**src/rtl/spike_encoder_pkg.sv**
```systemverilog
// Shared constants and FSM encoding for the spike encoder slice.
package spike_encoder_pkg;

  localparam int DEF_CHANNELS = 8;
  localparam int DEF_WIDTH    = 8;
  localparam int DEF_WINDOW   = 16;

  typedef enum logic {
    IDLE = 1'b0,
    RUN  = 1'b1
  } state_t;

endpackage

```
**src/rtl/spike_encoder_if.sv**
```systemverilog
// Host-write / spike-bus bundle between the encoder (master) and its host + neuron array (slave).
interface spike_encoder_if
  import spike_encoder_pkg::*;
#(
  parameter int CHANNELS = DEF_CHANNELS,
  parameter int WIDTH    = DEF_WIDTH
);
  localparam int CH_W = (CHANNELS > 1) ? $clog2(CHANNELS) : 1;

  logic                wr_en;
  logic [CH_W-1:0]     wr_chan;
  logic [WIDTH-1:0]    wr_value;
  logic                start;
  logic                learn_en;
  logic [0:CHANNELS-1] spikes;
  logic                learn;
  logic                busy;
  logic                frame_done;

  modport master (
    input  wr_en, wr_chan, wr_value, start, learn_en,
    output spikes, learn, busy, frame_done
  );

  modport slave (
    output wr_en, wr_chan, wr_value, start, learn_en,
    input  spikes, learn, busy, frame_done
  );
endinterface

```
**src/rtl/spike_encoder_channel.sv**
```systemverilog
// One first-order sigma-delta channel: phase accumulates value each enabled cycle, carry-out is the spike.
// The spike is registered and drops to 0 on any cycle without an add.
module spike_encoder_channel #(
  parameter int WIDTH = 8
) (
  input  logic             clk,
  input  logic             reset,
  input  logic             clear,
  input  logic             enable,
  input  logic [WIDTH-1:0] value,
  output logic             spike
);

  logic [WIDTH-1:0] phase;

  always_ff @(posedge clk or negedge reset) begin
    if (!reset) begin
      phase <= '0;
      spike <= 1'b0;
    end else if (clear) begin
      phase <= '0;
      spike <= 1'b0;
    end else if (enable) begin
      {spike, phase} <= {1'b0, phase} + {1'b0, value};
    end else begin
      spike <= 1'b0;
    end
  end

endmodule

```
**src/rtl/spike_encoder.sv**
```systemverilog
// Rate-codes a frame of per-channel intensities into WINDOW cycles of spikes on the neuron spike bus.
// Shadow bank is host-written at any time; active bank is frozen when a frame starts.
module spike_encoder
  import spike_encoder_pkg::*;
#(
  parameter int CHANNELS = DEF_CHANNELS,
  parameter int WIDTH    = DEF_WIDTH,
  parameter int WINDOW   = DEF_WINDOW
) (
  input logic              clk,
  input logic              reset,
  spike_encoder_if.master  bus
);

  localparam int CH_W  = (CHANNELS > 1) ? $clog2(CHANNELS) : 1;
  localparam int CNT_W = (WINDOW > 1) ? $clog2(WINDOW) : 1;

  state_t              state;
  state_t              state_nxt;
  logic [CNT_W-1:0]    cnt;
  logic                cnt_last;
  logic                load;
  logic                add;
  logic                last;
  logic                busy;
  logic                learn;
  logic                frame_done;
  logic [WIDTH-1:0]    shadow [CHANNELS];
  logic [WIDTH-1:0]    active [CHANNELS];
  logic [0:CHANNELS-1] spk;

  assign cnt_last = (cnt == CNT_W'(WINDOW - 1));

  always_ff @(posedge clk or negedge reset) begin
    if (!reset) state <= IDLE;
    else        state <= state_nxt;
  end

  always_comb begin
    state_nxt = state;
    case (state)
      IDLE:    if (bus.start) state_nxt = RUN;
      RUN:     if (cnt_last)  state_nxt = IDLE;
      default: state_nxt = IDLE;
    endcase
  end

  always_comb begin
    load = 1'b0;
    add  = 1'b0;
    last = 1'b0;
    busy = 1'b0;
    case (state)
      IDLE: load = bus.start;
      RUN: begin
        add  = 1'b1;
        busy = 1'b1;
        last = cnt_last;
      end
      default: ;
    endcase
  end

  always_ff @(posedge clk or negedge reset) begin
    if (!reset) begin
      cnt        <= '0;
      learn      <= 1'b0;
      frame_done <= 1'b0;
    end else begin
      frame_done <= last;
      if (load) begin
        cnt   <= '0;
        learn <= bus.learn_en;
      end else if (add) begin
        cnt <= cnt + 1'b1;
        if (last) learn <= 1'b0;
      end
    end
  end

  // Index decode compares against each real channel, so indices >= CHANNELS match nothing.
  // Active samples shadow through a non-blocking read, so a same-cycle write only reaches shadow.
  always_ff @(posedge clk or negedge reset) begin
    if (!reset) begin
      for (int i = 0; i < CHANNELS; i++) begin
        shadow[i] <= '0;
        active[i] <= '0;
      end
    end else begin
      for (int i = 0; i < CHANNELS; i++) begin
        if (bus.wr_en && (bus.wr_chan == CH_W'(i))) shadow[i] <= bus.wr_value;
        if (load) active[i] <= shadow[i];
      end
    end
  end

  for (genvar g = 0; g < CHANNELS; g++) begin : g_ch
    spike_encoder_channel #(.WIDTH(WIDTH)) u_ch (
      .clk    (clk),
      .reset  (reset),
      .clear  (load),
      .enable (add),
      .value  (active[g]),
      .spike  (spk[g])
    );
  end

  assign bus.spikes     = spk;
  assign bus.learn      = learn;
  assign bus.busy       = busy;
  assign bus.frame_done = frame_done;

endmodule
```
**src/flat_wrapper.sv**
```systemverilog
// flat-port wrapper written by rule: the top's interface ports become plain ports
module spike_encoder_flat import spike_encoder_pkg::*;
#(
  parameter int CHANNELS = DEF_CHANNELS,
  parameter int WIDTH    = DEF_WIDTH,
  parameter int WINDOW   = DEF_WINDOW
)
  (clk, reset, bus_wr_en, bus_wr_chan, bus_wr_value, bus_start, bus_learn_en, bus_spikes, bus_learn, bus_busy, bus_frame_done);
  spike_encoder_if #(.CHANNELS(CHANNELS), .WIDTH(WIDTH)) bus_i ();
  input logic clk;
  input logic reset;
  input wire logic [$bits(bus_i.wr_en)-1:0] bus_wr_en;
  input wire logic [$bits(bus_i.wr_chan)-1:0] bus_wr_chan;
  input wire logic [$bits(bus_i.wr_value)-1:0] bus_wr_value;
  input wire logic [$bits(bus_i.start)-1:0] bus_start;
  input wire logic [$bits(bus_i.learn_en)-1:0] bus_learn_en;
  output wire logic [$bits(bus_i.spikes)-1:0] bus_spikes;
  output wire logic [$bits(bus_i.learn)-1:0] bus_learn;
  output wire logic [$bits(bus_i.busy)-1:0] bus_busy;
  output wire logic [$bits(bus_i.frame_done)-1:0] bus_frame_done;
  assign bus_i.wr_en = bus_wr_en;
  assign bus_i.wr_chan = bus_wr_chan;
  assign bus_i.wr_value = bus_wr_value;
  assign bus_i.start = bus_start;
  assign bus_i.learn_en = bus_learn_en;
  assign bus_spikes = bus_i.spikes;
  assign bus_learn = bus_i.learn;
  assign bus_busy = bus_i.busy;
  assign bus_frame_done = bus_i.frame_done;
  spike_encoder #(.CHANNELS(CHANNELS), .WIDTH(WIDTH), .WINDOW(WINDOW)) u_core (.clk(clk), .reset(reset), .bus(bus_i));
endmodule
```
**config.mk**
```make
export PLATFORM = sky130hd
export DESIGN_NAME = spike_encoder_flat
export DESIGN_NICKNAME = d
export VERILOG_FILES = /design/src/rtl/spike_encoder_pkg.sv /design/src/rtl/spike_encoder_if.sv /design/src/rtl/spike_encoder_channel.sv /design/src/rtl/spike_encoder.sv /design/src/flat_wrapper.sv
export SDC_FILE = /design/constraint.sdc
export NUM_CORES = 1
export LEC_CHECK = 0
export CORE_MARGIN = 5
export CORE_UTILIZATION = 40
export CTS_CLUSTER_SIZE = 28
export DETAILED_ROUTE_END_ITERATION = 7
export GPL_ROUTABILITY_DRIVEN = 0
export PLACE_DENSITY = 0.58
export SLEW_MARGIN = 10
export SYNTH_ARGS = -nofsm -noshare
export SYNTH_HDL_FRONTEND = slang
export SYNTH_SLANG_ARGS = --single-unit
```
**constraint.sdc**
```tcl
create_clock -name clk -period 2.8 [get_ports clk]
set_input_delay 0.56 -clock clk [delete_from_list [all_inputs] [get_ports clk]]
set_output_delay 0.56 -clock clk [all_outputs]
set_load 0.02 [all_outputs]
```
==> results of run 1 <==
final timing paths:
| path | startpoint | to | slack (ns) | cells after the start |
|---|---|---|---|---|
| min in group asynchronous | reset | u_core.g_ch[3].u_ch.phase[4]$_DFFE_PN0P_ | 0.55 | 2 |
| hold reg to reg | u_core.cnt[3]$_DFFE_PN0P_ | u_core.cnt[3]$_DFFE_PN0P_ | 0.47 | 1 |
| setup / recovery | u_core.state$_DFF_PN0_ | bus_busy | 0.43 | 1 |
| max in group asynchronous | reset | u_core.active[22]$_DFFE_PN0P_ | 1.45 | 3 |
| hold / removal | u_core.cnt[3]$_DFFE_PN0P_ | u_core.cnt[3]$_DFFE_PN0P_ | 0.47 | 1 |
| setup reg to reg | u_core.g_ch[7].u_ch.phase[0]$_DFFE_PN0P_ | u_core.g_ch[7].u_ch.phase[6]$_DFFE_PN0P_ | 0.65 | 6 |
area by class of cell:
cell class | count | area (µm²)
Timing Repair Buffer | 44 | 465.4
Tap cell | 330 | 412.9
Clock inverter | 6 | 85.08
Fill cell | 2213 | 13490
Sequential cell | 207 | 5184
Clock buffer | 35 | 690.7
Inverter | 16 | 60.06
Multi-Input combinational cell | 544 | 4796
logic make-up after synthesis:
kind of cell	after synthesis	synth area share, %
flip-flops	207	50.73
AO/OA/AOI/OAI	202	14.35
multiplexers	133	14.62
AND/OR/NAND/NOR	114	6.433
adder cells (fa/ha/maj)	73	9.533
buffers and inverters	55	2.451
XOR/XNOR	22	1.887
sequential cells by signal, summed over array words and instances (netlist names):
name and flops:
u_core.active 64, u_core.g_ch.u_ch.phase 64, u_core.shadow 64, u_core.g_ch.u_ch.spike 8
u_core.cnt 4, u_core.bus.frame_done 1, u_core.bus.learn 1, u_core.state 1
metrics by stage:
| stage | total power [mW] | hold slack, ns | area [µm²] | worst slack, ns |
|---|---|---|---|---|
| 3_3_place_gp | 11.66 | 0.4683 | 10910 | 0.4971 |
| 2_1_floorplan | 10.41 | 0.2644 | 10210 | 0.7899 |
| 3_5_place_dp | 11.84 | 0.4725 | 10910 | 0.4454 |
| 4_1_cts | 15.00 | 0.4799 | 11690 | 0.3877 |
| 6_report | 14.82 | 0.4721 | 11690 | 0.4331 |
| 5_1_grt | 16.09 | 0.5055 | 11690 | 0.3612 |
cells in the mapped netlist, types with 3 or more instances:
cell,instances,area share (%)
nand2b_1,4,0.25
nor3_1,5,0.25
and3_1,4,0.25
buf_2,11,0.54
or3_1,4,0.25
a211oi_1,10,0.74
fa_1,8,1.6
o21a_1,4,0.29
o211ai_1,7,0.51
nand2_1,22,0.81
a211oi_2,3,0.37
a211o_1,4,0.34
a32o_1,11,1.1
dfrtp_1,207,51
clkbuf_1,16,0.59
or4_1,3,0.22
buf_1,4,0.15
nand4_1,4,0.25
a221o_1,4,0.39
ha_1,65,8.0
a21o_1,13,0.96
a21oi_1,30,1.5
inv_1,16,0.59
nand3b_1,5,0.37
nand3_1,21,1.0
a31oi_1,6,0.37
o31ai_1,4,0.29
xor2_1,13,1.1
a22o_1,39,3.3
mux2i_1,4,0.39
and2_1,3,0.18
a21boi_0,4,0.29
buf_4,8,0.59
xnor2_1,9,0.77
nor2_1,15,0.55
mux2_2,129,14
nor3b_1,6,0.44
o21bai_1,6,0.44
o21ai_0,40,2.0
a221oi_1,4,0.34
nand4b_1,5,0.43
power breakdown:
part | leakage (nW) | internal [mW] | total (mW) | switching (mW)
Sequential | 2.52 | 4.28 | 5.04 | 0.769
Clock | 0.376 | 1.88 | 3.06 | 1.18
Combinational | 2.44 | 3.52 | 6.72 | 3.19
routing by layer:
layer	share of wire [%]	vias to the layer above	global-route usage (%)
li1	-	3108	-
met1	48	3255	20.54
met2	47	53	24.27
met3	2.7	28	1.794
met4	1.9	0	3.535
met5	0	-	0
==> results.json, run 1 <==
{
  "ioPinCount": 27,
  "route.detailed.drc": 0,
  "drive_gt1_share_pct": 23.36,
  "ys_seq_elements": 207,
  "cp_data_arrival_time_ns": 1.81,
  "drv_cap": 0,
  "overflow": 0,
  "ir_worst_vdd_v": 0.0004899,
  "post_cts.repair.setup_buffers": 0,
  "grt_pass1_wl_um": 34550,
  "drt_wl_total_um": 20490,
  "synth.avg_cell_area_um2": 12.67,
  "tightestPinTransition_ns": 0.7141,
  "drt_iter0_drc": 324,
  "cp_slowest_cell": "clkdlybuf4s50_1",
  "slowest_delay_ns": 0.68,
  "synth_warnings": 0,
  "dr.pass1.iters": 4,
  "synthDistinctLibCells": 58,
  "tns_ns": 0,
  "fmax_ghz": 0.4225,
  "antenna_found_initial": 0,
  "end_kind": "output port",
  "grt_pass1_vias": 6525,
  "layout_common_cells": "dfrtp_1, mux2_2, ha_1",
  "relSlewSlack_pct": 52.13,
  "placedCellCount": 1140,
  "syn-num-nets": 895,
  "stdcell_count": 1182,
  "die_h_um": 169.8,
  "critPathTopFamily": "buffers and inverters",
  "power_density_nw_per_um2": 1267,
  "vias": 6444,
  "cts.sinks": 207,
  "finalHoldViolations": 0,
  "numCtsBuffers": 23,
  "insertion_delay_ns": 0.50,
  "report.final.slew_viol_count": 0,
  "start_util_pct": 40.55,
  "clockBufferDepth": 3,
  "drt.antenna.violating_nets": 0,
  "async_reset_ff_share_pct": 100.0,
  "ctsHoldBuffers": 1,
  "wire_per_inst_um": 17.34,
  "syn_to_final_growth_pct": 14.52,
  "synthesis.area_um2": 10210,
  "rsz0062_at_grt": "false",
  "htreeDepth": 1,
  "min_path_type": "flop to flop",
  "die_area_um2": 28820,
  "skew_ns": 0.01794,
  "grtUsageTotal_pct": 14.61,
  "setup_viol_count_final": 0,
  "grt_max_degree": 66,
  "cts_tree": "built",
  "clockRootBuffer": "clkbuf_16",
  "cp.required_ns": 2.24,
  "synth_edf_count": 0,
  "mostFrequentLayoutCell": "dfrtp_1",
  "nets": 925,
  "synthCells": 806,
  "dp_hpwl_um": 13590,
  "outcome": "completed",
  "synth-seq-area-share_pct": 50.73,
  "rows": 58,
  "vias_per_cell": 5.452,
  "final_util_pct": 46.44,
  "crit_buf_inv": 1,
  "path_clk_slew_ns": 0.06,
  "cp_max_fo": 24,
  "ctsResizeCount": 0,
  "portBuffers": 26,
  "period_minus_slack_ns": 2.367,
  "coreArea_um2": 25180,
  "min_period_over_period_pct": 84.53,
  "diodes": 0,
  "worst-setup-path-type": "flop to output port",
  "synth-main-ff-cell": "dfrtp_1",
  "path_cells": "clkdlybuf4s50_1",
  "p_leak_nw": 5.335,
  "die_x_um": 169.8,
  "cp-start-kind": "flop"
}
Note: power is estimated with default switching activity, not from simulation.
==> run 2, diff against run 1 <==
Clock period 2.8 ns to 2.45 ns, I/O delays scaled along.
==> run 2 against run 1 <==
  * Cell count increased by 0.25%
  * Via count is essentially flat
  * Cell area increased by 0.73%
  * Sequential cell count stayed put
  * Largest power group unchanged
  * Register-to-register slack lost 0.32 ns
  * Non-clock buffer count is 3 higher
  * Critical endpoint is now u_core.g_ch[7].u_ch.phase[6]$_DFFE_PN0P_
  * Critical path depth grew 5
  * Global-route usage fell by 0.14 points
  * Sequential power rose by 13%
==> results.json, run 2 (synthesis gave the netlist of run 1 again) <==
{
  "path_clk_slew_ns": 0.06,
  "power_switching_share_pct": 34.65,
  "cp_slowest_cell": "fa_1",
  "fmax_ghz": 0.4712,
  "start_util_pct": 40.55,
  "p_switching_mw": 5.927,
  "cp-start-kind": "flop",
  "drt_wl_total_um": 20430,
  "dp_hpwl_um": 13240,
  "clockBufferDepth": 3,
  "grtUsageTotal_pct": 14.47,
  "die_area_um2": 28820,
  "grt_pass1_wl_um": 34100,
  "cp.required_ns": 2.84,
  "drt_iter0_drc": 305,
  "fillers": 2236,
  "period_minus_slack_ns": 2.122,
  "postPlaceCellArea_um2": 10960,
  "timing.final.ws_setup_ns": 0.3277,
  "skew_ns": 0.01010,
  "syn_to_final_growth_pct": 15.35,
  "layout_common_cells": "dfrtp_1, mux2_2, ha_1",
  "diodes": 0,
  "worst-setup-path-type": "flop to flop",
  "tightestPinTransition_ns": 0.6257,
  "end_kind": "flop",
  "path_cells": "ha_1, fa_1, a21o_1, and4_1, or3_1, a32o_1",
  "whs_ns": 0.4783,
  "min_path_type": "flop to flop",
  "ioPinCount": 27,
  "rsz0062_at_grt": "false",
  "die_h_um": 169.8,
  "wire_per_inst_um": 17.24,
  "place_ws_ns": 0.2799,
  "insertion_delay_ns": 0.50,
  "cts.sinks": 207,
  "setup_viol_count_final": 0,
  "dr.pass1.iters": 4,
  "vias": 6441,
  "relSlewSlack_pct": 58.15,
  "p_int_mw": 11.18,
  "cp_data_arrival_time_ns": 2.51,
  "antenna_found_initial": 0,
  "rows": 58,
  "p_leak_nw": 5.377,
  "outcome": "completed",
  "tns_ns": 0,
  "clock_power_share_pct": 21.2,
  "die_x_um": 169.8,
  "vias_per_cell": 5.435,
  "drive_gt1_share_pct": 23.98,
  "overflow": 0,
  "report.final.slew_viol_count": 0,
  "clockRootBuffer": "clkbuf_16",
  "ctsResizeCount": 0,
  "drt.antenna.violating_nets": 0,
  "numCtsBuffers": 24,
  "portBuffers": 26,
  "post_cts.repair.setup_buffers": 0,
  "pwr-share-seq_pct": 33.5,
  "stdcell_count": 1185,
  "finalHoldViolations": 0,
  "route.detailed.drc": 0,
  "grt_max_degree": 77,
  "nets": 929,
  "slowest_delay_ns": 0.41,
  "postLayoutCellArea_um2": 11780,
  "ir_worst_vdd_v": 0.0004660,
  "cts_tree": "built",
  "grt_pass1_vias": 6357,
  "htreeDepth": 1,
  "power.share.combinational_pct": 45.3,
  "coreArea_um2": 25180,
  "drv_cap": 0,
  "cp_max_fo": 3,
  "reg.largest.list": "u_core.active x64, u_core.g_ch.u_ch.phase x64, u_core.shadow x64",
  "placedCellCount": 1143,
  "mostFrequentLayoutCell": "dfrtp_1",
  "min_period_over_period_pct": 86.62,
  "power_density_nw_per_um2": 1452
}
run 2: timing repair:
| item | 4_1_cts | 5_1_grt |
|---|---|---|
| hold endpoints to repair | 24 | 0 |
| setup endpoints to repair | 0 | 0 |
| hold buffers | 1 | 0 |
run 2: power by group through the flow:
stage	registers, mW	logic (mW)	clock network, mW
2_1_floorplan	5.53	6.37	0
3_3_place_gp	5.77	7.57	0
3_5_place_dp	5.79	7.74	0
4_1_cts	5.74	7.80	3.74
5_1_grt	5.90	8.74	3.88
6_report	5.72	7.74	3.63
run 2: cell type report:
class	instances	area, µm²	share of cell area [%]
flip-flops and latches	207	5184	44.01
multi-input cells	544	4796	40.72
clock buffers	33	715.7	6.076
repair buffers	47	513.0	4.355
well taps	330	412.9	3.505
clock inverters	8	97.59	0.8286
inverters	16	60.06	0.5099
run 2: metal layers:
layer | share of wire (%) | wire length, µm | vias to the layer above | global-route usage, %
met5 | 0 | 0 | - | 0
met4 | 1.6 | 328 | 0 | 3.360
met3 | 2.8 | 566 | 29 | 1.910
met2 | 46 | 9393 | 70 | 23.48
met1 | 50 | 10140 | 3224 | 20.78
li1 | - | - | 3118 | -
run 2: final timing paths:
check	startpoint	endpoint	slack, ns	cells past startpoint
hold / removal	u_core.cnt[3]$_DFFE_PN0P_	u_core.cnt[3]$_DFFE_PN0P_	0.48	1
setup / recovery	u_core.g_ch[7].u_ch.phase[0]$_DFFE_PN0P_	u_core.g_ch[7].u_ch.phase[6]$_DFFE_PN0P_	0.33	6
max in group asynchronous	reset	u_core.state$_DFF_PN0_	1.11	3
setup reg to reg	u_core.g_ch[7].u_ch.phase[0]$_DFFE_PN0P_	u_core.g_ch[7].u_ch.phase[6]$_DFFE_PN0P_	0.33	6
hold reg to reg	u_core.cnt[3]$_DFFE_PN0P_	u_core.cnt[3]$_DFFE_PN0P_	0.48	1
min in group asynchronous	reset	u_core.g_ch[3].u_ch.phase[7]$_DFFE_PN0P_	0.56	2
run 2: stage by stage:
stage / power (mW) / util [%]
floorplan: 11.90 / -
global placement: 13.34 / 43.51
detailed placement: 13.53 / 43.51
CTS: 17.28 / 46.78
global route: 18.52 / 46.78
finish: 17.10 / 46.78
run 2: worst max-delay path: cells and delay by family, from the launching register on:
kind,cells,cell delay (ns)
and+or+nand+nor,2,0.51
adders and majority gates,2,0.66
DFF,1,0.38
AOI/OAI and AO/OA,2,0.45
==> run 3, diff against run 2 <==
Settings changed: CORE_UTILIZATION 40 to 38, GPL_ROUTABILITY_DRIVEN 0 to default, PLACE_DENSITY 0.58 to 0.55.
==> run 3 against run 2 <==
  * Worst setup slack improved by 0.036 ns
  * Critical path depth stayed put
  * Via count about the same
  * Count of clock-buffer cells in the layout is 3 higher
  * Register-to-register slack better by 0.04 ns
  * Sequential power barely moved
  * Sequential cell count unchanged
  * Clock skew grew 0.00075 ns
  * Clock power down 3%
  * Utilization fell by 2.8 points
==> results.json, run 3 (synthesis gave the netlist of run 1 again) <==
{
  "r2r_start": "u_core.g_ch[4].u_ch.phase[0]$_DFFE_PN0P_",
  "cp.required_ns": 2.84,
  "drv_cap": 0,
  "grt_pass1_vias": 6553,
  "portBuffers": 26,
  "rr_worst_depth": 6,
  "cp_data_arrival_time_ns": 2.48,
  "fillers": 2503,
  "cts.sinks": 207,
  "drive_gt1_share_pct": 23.78,
  "dp_hpwl_um": 13470,
  "power_switching_share_pct": 34.72,
  "ir_worst_vdd_v": 0.0005715,
  "finalHoldViolations": 0,
  "place_ws_ns": 0.3392,
  "power_density_nw_per_um2": 1441,
  "min_period_over_period_pct": 85.17,
  "grt_pass1_wl_um": 35500,
  "tns_ns": 0,
  "min_path_type": "flop to flop",
  "postLayoutCellArea_um2": 11760,
  "coreArea_um2": 26730,
  "ioPinCount": 27,
  "grtUsageTotal_pct": 14.14,
  "worst-setup-path-type": "flop to flop",
  "die_h_um": 173.9,
  "drt_wl_total_um": 20960,
  "die_x_um": 173.9,
  "drt.antenna.violating_nets": 0,
  "timing.final.ws_setup_ns": 0.3633,
  "fmax_ghz": 0.4792,
  "nets": 934,
  "dr.pass1.iters": 4,
  "clockBufferDepth": 3,
  "syn_to_final_growth_pct": 15.19,
  "route.detailed.drc": 0,
  "r2r_slack_ns": 0.36,
  "clock_power_share_pct": 20.8,
  "overflow": 0,
  "die_area_um2": 30250,
  "layout_common_cells": "dfrtp_1, mux2_2, ha_1",
  "mostFrequentLayoutCell": "dfrtp_1",
  "reg.largest.list": "u_core.active x64, u_core.g_ch.u_ch.phase x64, u_core.shadow x64",
  "rows": 60,
  "gp_congestion": 0.7382,
  "rr_endpoint": "u_core.g_ch[4].u_ch.phase[6]$_DFFE_PN0P_",
  "hp-start": "u_core.cnt[3]$_DFFE_PN0P_",
  "clockRootBuffer": "clkbuf_16",
  "period_minus_slack_ns": 2.087,
  "use_met3_pct": 2.001,
  "relSlewSlack_pct": 54.03,
  "p_switching_mw": 5.884,
  "skew_ns": 0.01085,
  "postPlaceCellArea_um2": 10970,
  "tightestPinTransition_ns": 0.6874,
  "wire_per_inst_um": 17.43,
  "p_total_mw": 16.95,
  "gr-usage-met1_pct": 19.96,
  "p_int_mw": 11.06,
  "path_clk_slew_ns": 0.06,
  "power.share.combinational_pct": 45.4,
  "vias_per_cell": 5.351,
  "holdPathStages": 1,
  "top_usage_layer": "met2",
  "numCtsBuffers": 25,
  "setup_viol_count_final": 0,
  "outcome": "completed",
  "report.final.slew_viol_count": 0,
  "cts_tree": "built",
  "start_util_pct": 38.21,
  "grt_max_degree": 113,
  "pwr-share-seq_pct": 33.7,
  "antenna_found_initial": 1,
  "end_kind": "flop",
  "drt_iter0_drc": 286,
  "cp_max_fo": 3,
  "min_to": "u_core.cnt[3]$_DFFE_PN0P_",
  "p_leak_nw": 5.368,
  "diodes": 0,
  "grt_util_met2_pct": 23.29,
  "htreeDepth": 1,
  "cp-start-kind": "flop",
  "rsz0062_at_grt": "false",
  "insertion_delay_ns": 0.51,
  "vias": 6437
}
-- run 3: final cells by class --
| cell class | count | area [µm²] | share of cell area (%) |
|---|---|---|---|
| flip-flops and latches | 207 | 5184 | 44.07 |
| multi-input cells | 544 | 4791 | 40.73 |
| clock buffers | 36 | 686.9 | 5.840 |
| repair buffers | 51 | 518.0 | 4.404 |
| well taps | 341 | 426.7 | 3.627 |
| clock inverters | 8 | 96.34 | 0.8191 |
| inverters | 16 | 60.06 | 0.5106 |
-- run 3: per-layer routing --
layer  part of all wire [%]  vias up
li1                       -     3121
met1                     49     3235
met2                     47       51
met3                    2.4       30
met4                    2.0        0
met5                      0        -
-- run 3: how the worst max path moves through the flow --
stage,cells past startpoint,slack (ns),from,to
3_3_place_gp,3,0.36,bus_wr_chan[1],u_core.shadow[17]$_DFFE_PN0P_
6_report,6,0.36,u_core.g_ch[4].u_ch.phase[0]$_DFFE_PN0P_,u_core.g_ch[4].u_ch.phase[6]$_DFFE_PN0P_
4_1_cts,6,0.34,u_core.g_ch[1].u_ch.phase[0]$_DFFE_PN0P_,u_core.g_ch[1].u_ch.phase[6]$_DFFE_PN0P_
3_5_place_dp,3,0.34,bus_wr_chan[0],u_core.shadow[22]$_DFFE_PN0P_
5_1_grt,6,0.20,u_core.g_ch[1].u_ch.phase[0]$_DFFE_PN0P_,u_core.g_ch[1].u_ch.phase[6]$_DFFE_PN0P_
2_1_floorplan,6,0.44,u_core.g_ch[3].u_ch.phase[0]$_DFFE_PN0P_,u_core.g_ch[3].u_ch.phase[6]$_DFFE_PN0P_
-- run 3: through the flow --
stage	std cells	hold slack, ns	utilization, %
floorplan	806	0.1944	-
global placement	1158	0.4638	41.04
detailed placement	1158	0.4665	41.04
CTS	1203	0.4741	44.01
global route	1203	0.4897	44.01
finish	1203	0.4691	44.01
-- run 3: what timing repair did --
| item | CTS | global route |
|---|---|---|
| gates resized for setup | 0 | 0 |
| hold endpoints to repair | 26 | 0 |
| setup buffers | 0 | 0 |
| hold buffers | 1 | 0 |
-- run 3: worst max-delay path, stage by stage, from the launching register on --
cell and delay (ns):
dfrtp_1 0.38, ha_1 0.24, fa_1 0.41, a21o_1 0.18, and3_2 0.20, or3_1 0.30, a32o_1 0.26
-- run 3: power groups by stage --
stage | logic (mW) | clock network, mW | registers (mW)
after floorplan | 6.37 | 0 | 5.53
after global placement | 7.60 | 0 | 5.76
after detailed placement | 7.75 | 0 | 5.77
after CTS | 7.78 | 3.68 | 5.73
after global routing | 8.78 | 3.80 | 5.90
final | 7.70 | 3.53 | 5.71
